`config.mk`:
```
export PLATFORM = sky130hd
export DESIGN_NAME = store_rmw_unit_flat
export DESIGN_NICKNAME = d
export VERILOG_FILES = /design/src/rtl/store_rmw_unit_pkg.sv /design/src/rtl/store_rmw_unit_if.sv /design/src/rtl/store_rmw_unit_merge.sv /design/src/rtl/store_rmw_unit.sv /design/src/flat_wrapper.sv
export SDC_FILE = /design/constraint.sdc
export NUM_CORES = 1
export LEC_CHECK = 0
export ABC_AREA = 1
export CORE_ASPECT_RATIO = 0.5
export CORE_MARGIN = 2
export CORE_UTILIZATION = 35
export DETAILED_ROUTE_END_ITERATION = 8
export PLACE_DENSITY = 0.7
export SLEW_MARGIN = 30
export SYNTH_ARGS = -nofsm -noshare
export SYNTH_HDL_FRONTEND = slang
export SYNTH_SLANG_ARGS = --single-unit
```
`constraint.sdc`:
```
create_clock -name clk -period 7.2 [get_ports clk]
set_input_delay 1.44 -clock clk [delete_from_list [all_inputs] [get_ports clk]]
set_output_delay 1.44 -clock clk [all_outputs]
set_load 0.01 [all_outputs]
```
`src/rtl/store_rmw_unit_pkg.sv`:
```
// Shared types and constants for the store read-modify-write unit.
// Holds the store-size encoding, FSM state enum and alignment rule.
package store_rmw_unit_pkg;

  localparam int DW_BYTES = 8;

  typedef enum logic [1:0] {
    SZ_D = 2'b00,
    SZ_W = 2'b01,
    SZ_H = 2'b10,
    SZ_B = 2'b11
  } store_size_t;

  typedef enum logic [2:0] {
    ST_IDLE  = 3'd0,
    ST_READ  = 3'd1,
    ST_WAIT  = 3'd2,
    ST_WRITE = 3'd3,
    ST_ERR   = 3'd4
  } state_t;

  // A store is aligned when its byte offset is a multiple of its size.
  function automatic logic is_misaligned(input store_size_t size, input logic [2:0] off);
    case (size)
      SZ_D:    return off != 3'b000;
      SZ_W:    return off[1:0] != 2'b00;
      SZ_H:    return off[0];
      default: return 1'b0;
    endcase
  endfunction

endpackage

```
`src/rtl/store_rmw_unit_if.sv`:
```
// Request and data-memory signals of the store read-modify-write unit.
// master drives requests and memory read data; slave is the unit itself.
interface store_rmw_unit_if;
  logic        DMemWrite;
  logic [1:0]  tam;
  logic [63:0] addr;
  logic [63:0] wdata;
  logic [63:0] mem_rdata;
  logic [63:0] mem_addr;
  logic        mem_rd;
  logic        mem_wr;
  logic [63:0] mem_wdata;
  logic        busy;
  logic        done;
  logic        misalign;

  modport master (
    output DMemWrite, tam, addr, wdata, mem_rdata,
    input  mem_addr, mem_rd, mem_wr, mem_wdata, busy, done, misalign
  );

  modport slave (
    input  DMemWrite, tam, addr, wdata, mem_rdata,
    output mem_addr, mem_rd, mem_wr, mem_wdata, busy, done, misalign
  );
endinterface

```
`src/rtl/store_rmw_unit_merge.sv`:
```
// Little-endian lane merge: overwrites only the bytes addressed by a
// sub-doubleword store and keeps every other byte of the old doubleword.
module store_byte_merge
  import store_rmw_unit_pkg::*;
(
  input  logic [DW_BYTES*8-1:0] old,
  input  logic [DW_BYTES*8-1:0] data,
  input  store_size_t           size,
  input  logic [2:0]            offset,
  output logic [DW_BYTES*8-1:0] merged
);

  localparam int DW = DW_BYTES * 8;

  logic [DW-1:0] w_lane_mask;
  logic [DW-1:0] w_mask;
  logic [DW-1:0] w_shifted;
  logic [2:0]    w_lane;

  always_comb begin
    w_lane      = 3'd0;
    w_lane_mask = '1;
    case (size)
      SZ_W: begin
        w_lane      = {offset[2], 2'b00};
        w_lane_mask = 64'h0000_0000_FFFF_FFFF;
      end
      SZ_H: begin
        w_lane      = {offset[2:1], 1'b0};
        w_lane_mask = 64'h0000_0000_0000_FFFF;
      end
      SZ_B: begin
        w_lane      = offset;
        w_lane_mask = 64'h0000_0000_0000_00FF;
      end
      default: ;
    endcase
    w_mask    = w_lane_mask << {w_lane, 3'b000};
    w_shifted = (data & w_lane_mask) << {w_lane, 3'b000};
    merged    = (old & ~w_mask) | (w_shifted & w_mask);
  end

endmodule

```
`src/rtl/store_rmw_unit.sv`:
```
// Store unit: doubleword stores write directly; narrower stores read the
// containing doubleword, merge the new lanes and write it back.
module store_rmw_unit
  import store_rmw_unit_pkg::*;
(
  input  logic              clk,
  input  logic              reset,
  store_rmw_unit_if.slave   bus
);

  state_t      r_state;
  state_t      w_next;
  logic [63:0] r_addr_q;
  logic [63:0] r_wdata_q;
  logic [63:0] r_old_q;
  store_size_t r_tam_q;
  logic [63:0] w_merged;
  logic        w_accept;
  logic        w_mem_rd;
  logic        w_mem_wr;
  logic        w_busy;
  logic        w_misalign;

  assign w_accept = (r_state == ST_IDLE) && bus.DMemWrite;

  always_ff @(posedge clk or posedge reset) begin
    if (reset) r_state <= ST_IDLE;
    else       r_state <= w_next;
  end

  always_comb begin
    w_next     = ST_IDLE;
    w_mem_rd   = 1'b0;
    w_mem_wr   = 1'b0;
    w_busy     = 1'b0;
    w_misalign = 1'b0;
    case (r_state)
      ST_IDLE: begin
        if (bus.DMemWrite) begin
          if (is_misaligned(store_size_t'(bus.tam), bus.addr[2:0])) w_next = ST_ERR;
          else if (store_size_t'(bus.tam) == SZ_D)                 w_next = ST_WRITE;
          else                                                      w_next = ST_READ;
        end
      end
      ST_READ: begin
        w_mem_rd = 1'b1;
        w_busy   = 1'b1;
        w_next   = ST_WAIT;
      end
      ST_WAIT: begin
        w_busy = 1'b1;
        w_next = ST_WRITE;
      end
      ST_WRITE: begin
        w_mem_wr = 1'b1;
        w_busy   = 1'b1;
      end
      ST_ERR: begin
        w_misalign = 1'b1;
        w_busy     = 1'b1;
      end
      default: ;
    endcase
  end

  // Request capture happens only in IDLE; old_q samples the read return in WAIT.
  always_ff @(posedge clk or posedge reset) begin
    if (reset) begin
      r_addr_q  <= '0;
      r_wdata_q <= '0;
      r_tam_q   <= SZ_D;
      r_old_q   <= '0;
    end else begin
      if (w_accept) begin
        r_addr_q  <= bus.addr;
        r_wdata_q <= bus.wdata;
        r_tam_q   <= store_size_t'(bus.tam);
      end
      if (r_state == ST_WAIT) r_old_q <= bus.mem_rdata;
    end
  end

  // Doubleword stores pass straight through the merge.
  store_byte_merge u_merge (
    .old    (r_old_q),
    .data   (r_wdata_q),
    .size   (r_tam_q),
    .offset (r_addr_q[2:0]),
    .merged (w_merged)
  );

  assign bus.mem_addr  = {r_addr_q[63:3], 3'b000};
  assign bus.mem_wdata = w_merged;
  assign bus.mem_rd    = w_mem_rd;
  assign bus.mem_wr    = w_mem_wr;
  assign bus.done      = w_mem_wr;
  assign bus.busy      = w_busy;
  assign bus.misalign  = w_misalign;

endmodule
```
`src/flat_wrapper.sv`:
```
// flat-port wrapper written by rule: the top's interface ports become plain ports
module store_rmw_unit_flat import store_rmw_unit_pkg::*;
  (clk, reset, bus_DMemWrite, bus_tam, bus_addr, bus_wdata, bus_mem_rdata, bus_mem_addr, bus_mem_rd, bus_mem_wr, bus_mem_wdata, bus_busy, bus_done, bus_misalign);
  store_rmw_unit_if bus_i ();
  input  logic clk;
  input  logic reset;
  input wire logic [$bits(bus_i.DMemWrite)-1:0] bus_DMemWrite;
  input wire logic [$bits(bus_i.tam)-1:0] bus_tam;
  input wire logic [$bits(bus_i.addr)-1:0] bus_addr;
  input wire logic [$bits(bus_i.wdata)-1:0] bus_wdata;
  input wire logic [$bits(bus_i.mem_rdata)-1:0] bus_mem_rdata;
  output wire logic [$bits(bus_i.mem_addr)-1:0] bus_mem_addr;
  output wire logic [$bits(bus_i.mem_rd)-1:0] bus_mem_rd;
  output wire logic [$bits(bus_i.mem_wr)-1:0] bus_mem_wr;
  output wire logic [$bits(bus_i.mem_wdata)-1:0] bus_mem_wdata;
  output wire logic [$bits(bus_i.busy)-1:0] bus_busy;
  output wire logic [$bits(bus_i.done)-1:0] bus_done;
  output wire logic [$bits(bus_i.misalign)-1:0] bus_misalign;
  assign bus_i.DMemWrite = bus_DMemWrite;
  assign bus_i.tam = bus_tam;
  assign bus_i.addr = bus_addr;
  assign bus_i.wdata = bus_wdata;
  assign bus_i.mem_rdata = bus_mem_rdata;
  assign bus_mem_addr = bus_i.mem_addr;
  assign bus_mem_rd = bus_i.mem_rd;
  assign bus_mem_wr = bus_i.mem_wr;
  assign bus_mem_wdata = bus_i.mem_wdata;
  assign bus_busy = bus_i.busy;
  assign bus_done = bus_i.done;
  assign bus_misalign = bus_i.misalign;
  store_rmw_unit u_core (.clk(clk), .reset(reset), .bus(bus_i));
endmodule
```
==> impl_results.md <==
- Global route overflow: 0
- WL per Instance: between 15 and 20 microns
- CTS tree: done
- Post-CTS setup buffers: 0
- Seq/Total Area, Yosys: 52.47%
- Syn Std Cell Area: around 9400 sq um
- Peak VDD IR: around 220 uV
- GRT Total Usage: between 20% and 30%
- Layout cells sized above 1: just under 9%
- Vias in the first global route: around 8300
- Crit-path cells: inv_2, nand2_2, nand2_4, inv_2, o21ai_0, nand2_1, clkdlybuf4s50_1
- Met1 Track Usage GR: a little over a quarter
- Power Density: a little under 500 nW/um^2
- Fin. Hold Viols: 0
- Crit start category: register
- Achievable Freq: around 0.19 GHz
- # nets final: between 1500 and 2000
- Core area: about 26000 sq um
- Crit path capture type: primary output
- Remaining antenna violation count: 0
- Final Util: 49.47%
- Slowest cell on the critical path: dfrtp_1
- Largest net degree at the start of global routing: 100
- # rows: 42
- Total negative slack: 0 ns
- Hold_buf cts: 0
- Required @ worst endpoint: 5.76 ns
- Status: finished, final reports clean
- Inserted Clock Buffers: 17
- Actual slew at the worst max-slew pin: roughly 0.75 ns
- Die Footprint: 28250 sq um
- Most Crowded Layer GR: met2
- Unrepaired setup endpoints after global routing: false
- Grt met3 use: a little over 4%
- Synth Area per Inst: about 8.5 sq um
- DRT Pass-1 Iters: 6
- Critical path data arrival time: 3.84 ns
- Fin crit share: 73.37%
- Clock Latency Late Sink: between 0.4 and 0.5 ns
- Inst Count DP: 1666
- Worst-path clk slew: 0.08 ns
- Slew headroom: between 40% and 50%
- Largest stage delay on the critical path: around 0.78 ns
- Routed wire length: between 30 and 40 mm
- Post-DP HPWL: about 22 mm
- IO buf count: 326
- Root Buffer: clkbuf_16
- Setup CP Type: reg -> out
- Die height: about 120 microns
- Initial Util: between 30% and 40%
- Setup violations, final: 0
- Setup WS post-layout: about 1.9 ns
- Setup WS pre-CTS: 2.404 ns
- Total Power: ~0.0065 W
- Post-synthesis register bit count: 197
- DRC viols: 0
- Placer Congestion: between 0.9 and 1
- Clk sinks: 197
- Worst hold path class: reg -> reg
- Max Buffers Root-to-Sink: 2
- CTS H-tree lvls: 4
- Peak fanout along the critical path: slightly above 40
- Syn. warnings: 0
- Max Clock Skew: between 0.01 and 0.015 ns
- Slew Viols, Final: 0
- Post-Syn Instances: ~1100
- Max cap viols: 0
- Die width: between 200 and 250 microns
- Leak Pwr: just over 6 nW
- Distinct cells, synth: 24
- M2 GR Usage: 36.61%
- Area growth syn-to-layout: 39.17%
- Period minus WS final: 5.282 ns
- Initial antenna violation count: 2
- Via count: about 8300
- Final non-filler cell total: between 1500 and 2000
- Crit path top cell by count: inv_2
- Via density: roughly 4.9
- I/O pins: 330
- First-pass GRT wire length: between 40 and 50 mm
- Post-CTS resize count: 0
- DRT iter0 DRCs: ~740
- Number of fill cells: between 2000 and 2500
==> synthesized netlist by cell type <==
master / count / area share [%]
clkbuf_1: 11 / 0.44
nand2_2: 3 / 0.20
mux2_2: 64 / 7.7
a22oi_1: 7 / 0.56
o21ai_1: 10 / 0.53
buf_6: 1 / 0.12
a31oi_1: 1 / 0.067
inv_2: 6 / 0.24
nor2_1: 6 / 0.24
dfrtp_1: 197 / 52
nand2_1: 508 / 20
nand3_1: 81 / 4.3
buf_1: 3 / 0.12
conb_1: 1 / 0.040
nor2_4: 2 / 0.24
inv_1: 28 / 1.1
o21ai_0: 53 / 2.8
buf_2: 31 / 1.7
nor3_1: 1 / 0.053
buf_4: 73 / 5.8
nor2_2: 1 / 0.067
o31ai_1: 1 / 0.080
nand4_1: 7 / 0.47
nand2_4: 3 / 0.36
==> stage by stage <==
step	hold WS, ns	instance area, sq um
global route	0.4910	13080
detailed placement	0.4570	12410
finish	0.4672	13080
CTS	0.4754	13050
floorplan	0.4422	9403
global placement	0.4526	12410
==> layout by cell type (no fill, tap or decap), types with 2 or more instances in the layout <==
cell type,netlist,layout
a22oi_1,7,7
buf_4,73,5
bufinv_16,0,4
clkbuf_1,11,3
clkbuf_16,0,17
clkbuf_8,0,2
clkdlybuf4s50_1,0,326
conb_1,1,3
dfrtp_1,197,197
diode_2,0,2
inv_1,28,27
inv_2,6,5
inv_6,0,3
mux2_2,64,64
nand2_1,508,508
nand2_2,3,3
nand2_4,3,3
nand3_1,81,80
nand4_1,7,7
nor2_1,6,5
nor2_4,2,3
o21ai_0,53,53
o21ai_1,10,10
==> metal layers <==
layer  routed length [microns]  part of all wire [%]  up-vias
met3                      1668                   5.5       73
li1                          -                     -     3898
met4                      1173                   3.9        0
met5                         0                     0        -
met1                     12470                    41     4031
met2                     15030                    50      273
==> power breakdown <==
group | internal (W) | switching, W | leakage [nW]
combinational | 0.00162 | 0.00176 | 3.46
clock | 0.000605 | 0.000438 | 0.306
sequential | 0.00165 | 0.000373 | 2.39
==> state kept, by name, indices dropped and copies added (netlist names) <==
signal / flops
u_core.r_wdata_q: 64
u_core.r_state: 3
u_core.r_tam_q: 2
u_core.r_addr_q: 64
u_core.r_old_q: 64
==> logic make-up (layout without fill, tap and decap cells) <==
group	Yosys count	after routing	synth area share [%]
AND/OR/NAND/NOR	612	612	26.24
other	1	5	0.03991
flip-flops	197	197	52.47
multiplexers	64	64	7.671
AO/OA/AOI/OAI	72	72	4.062
buffers and inverters	153	399	9.522
==> critical path: cells and delay by family, from the launching register on <==
kind	cells	cell delay, ns
AOI/OAI and AO/OA	1	0.25
buffers and inverters	3	1.33
DFF	1	0.78
and+or+nand+nor	3	1.03
==> path summary, 6_finish.rpt <==
kind | start | to | slack (ns) | cells after the start
setup / recovery | u_core.r_tam_q[1] | bus_mem_wdata[21] | 1.92 | 7
hold / removal | u_core.r_addr_q[13] | u_core.r_addr_q[13] | 0.47 | 2
setup reg to reg | u_core.r_state[0] | u_core.r_addr_q[0] | 4.77 | 7
hold reg to reg | u_core.r_addr_q[13] | u_core.r_addr_q[13] | 0.47 | 2
max in group asynchronous | reset | u_core.r_old_q[48] | 4.46 | 3
min in group asynchronous | reset | u_core.r_addr_q[34] | 1.49 | 2
==> cell type report <==
class	count	area (sq um)	area share, %
inverter	34	137.6	1.053
clock buffer	22	464.2	3.550
antenna	2	5.005	0.03828
sequential	197	4930	37.70
multi-input combinational	751	3598	27.52
clock inverter	10	167.7	1.282
timing repair buffer	333	3332	25.48
tap	352	440.4	3.368
(Power assumes the default switching activity.)
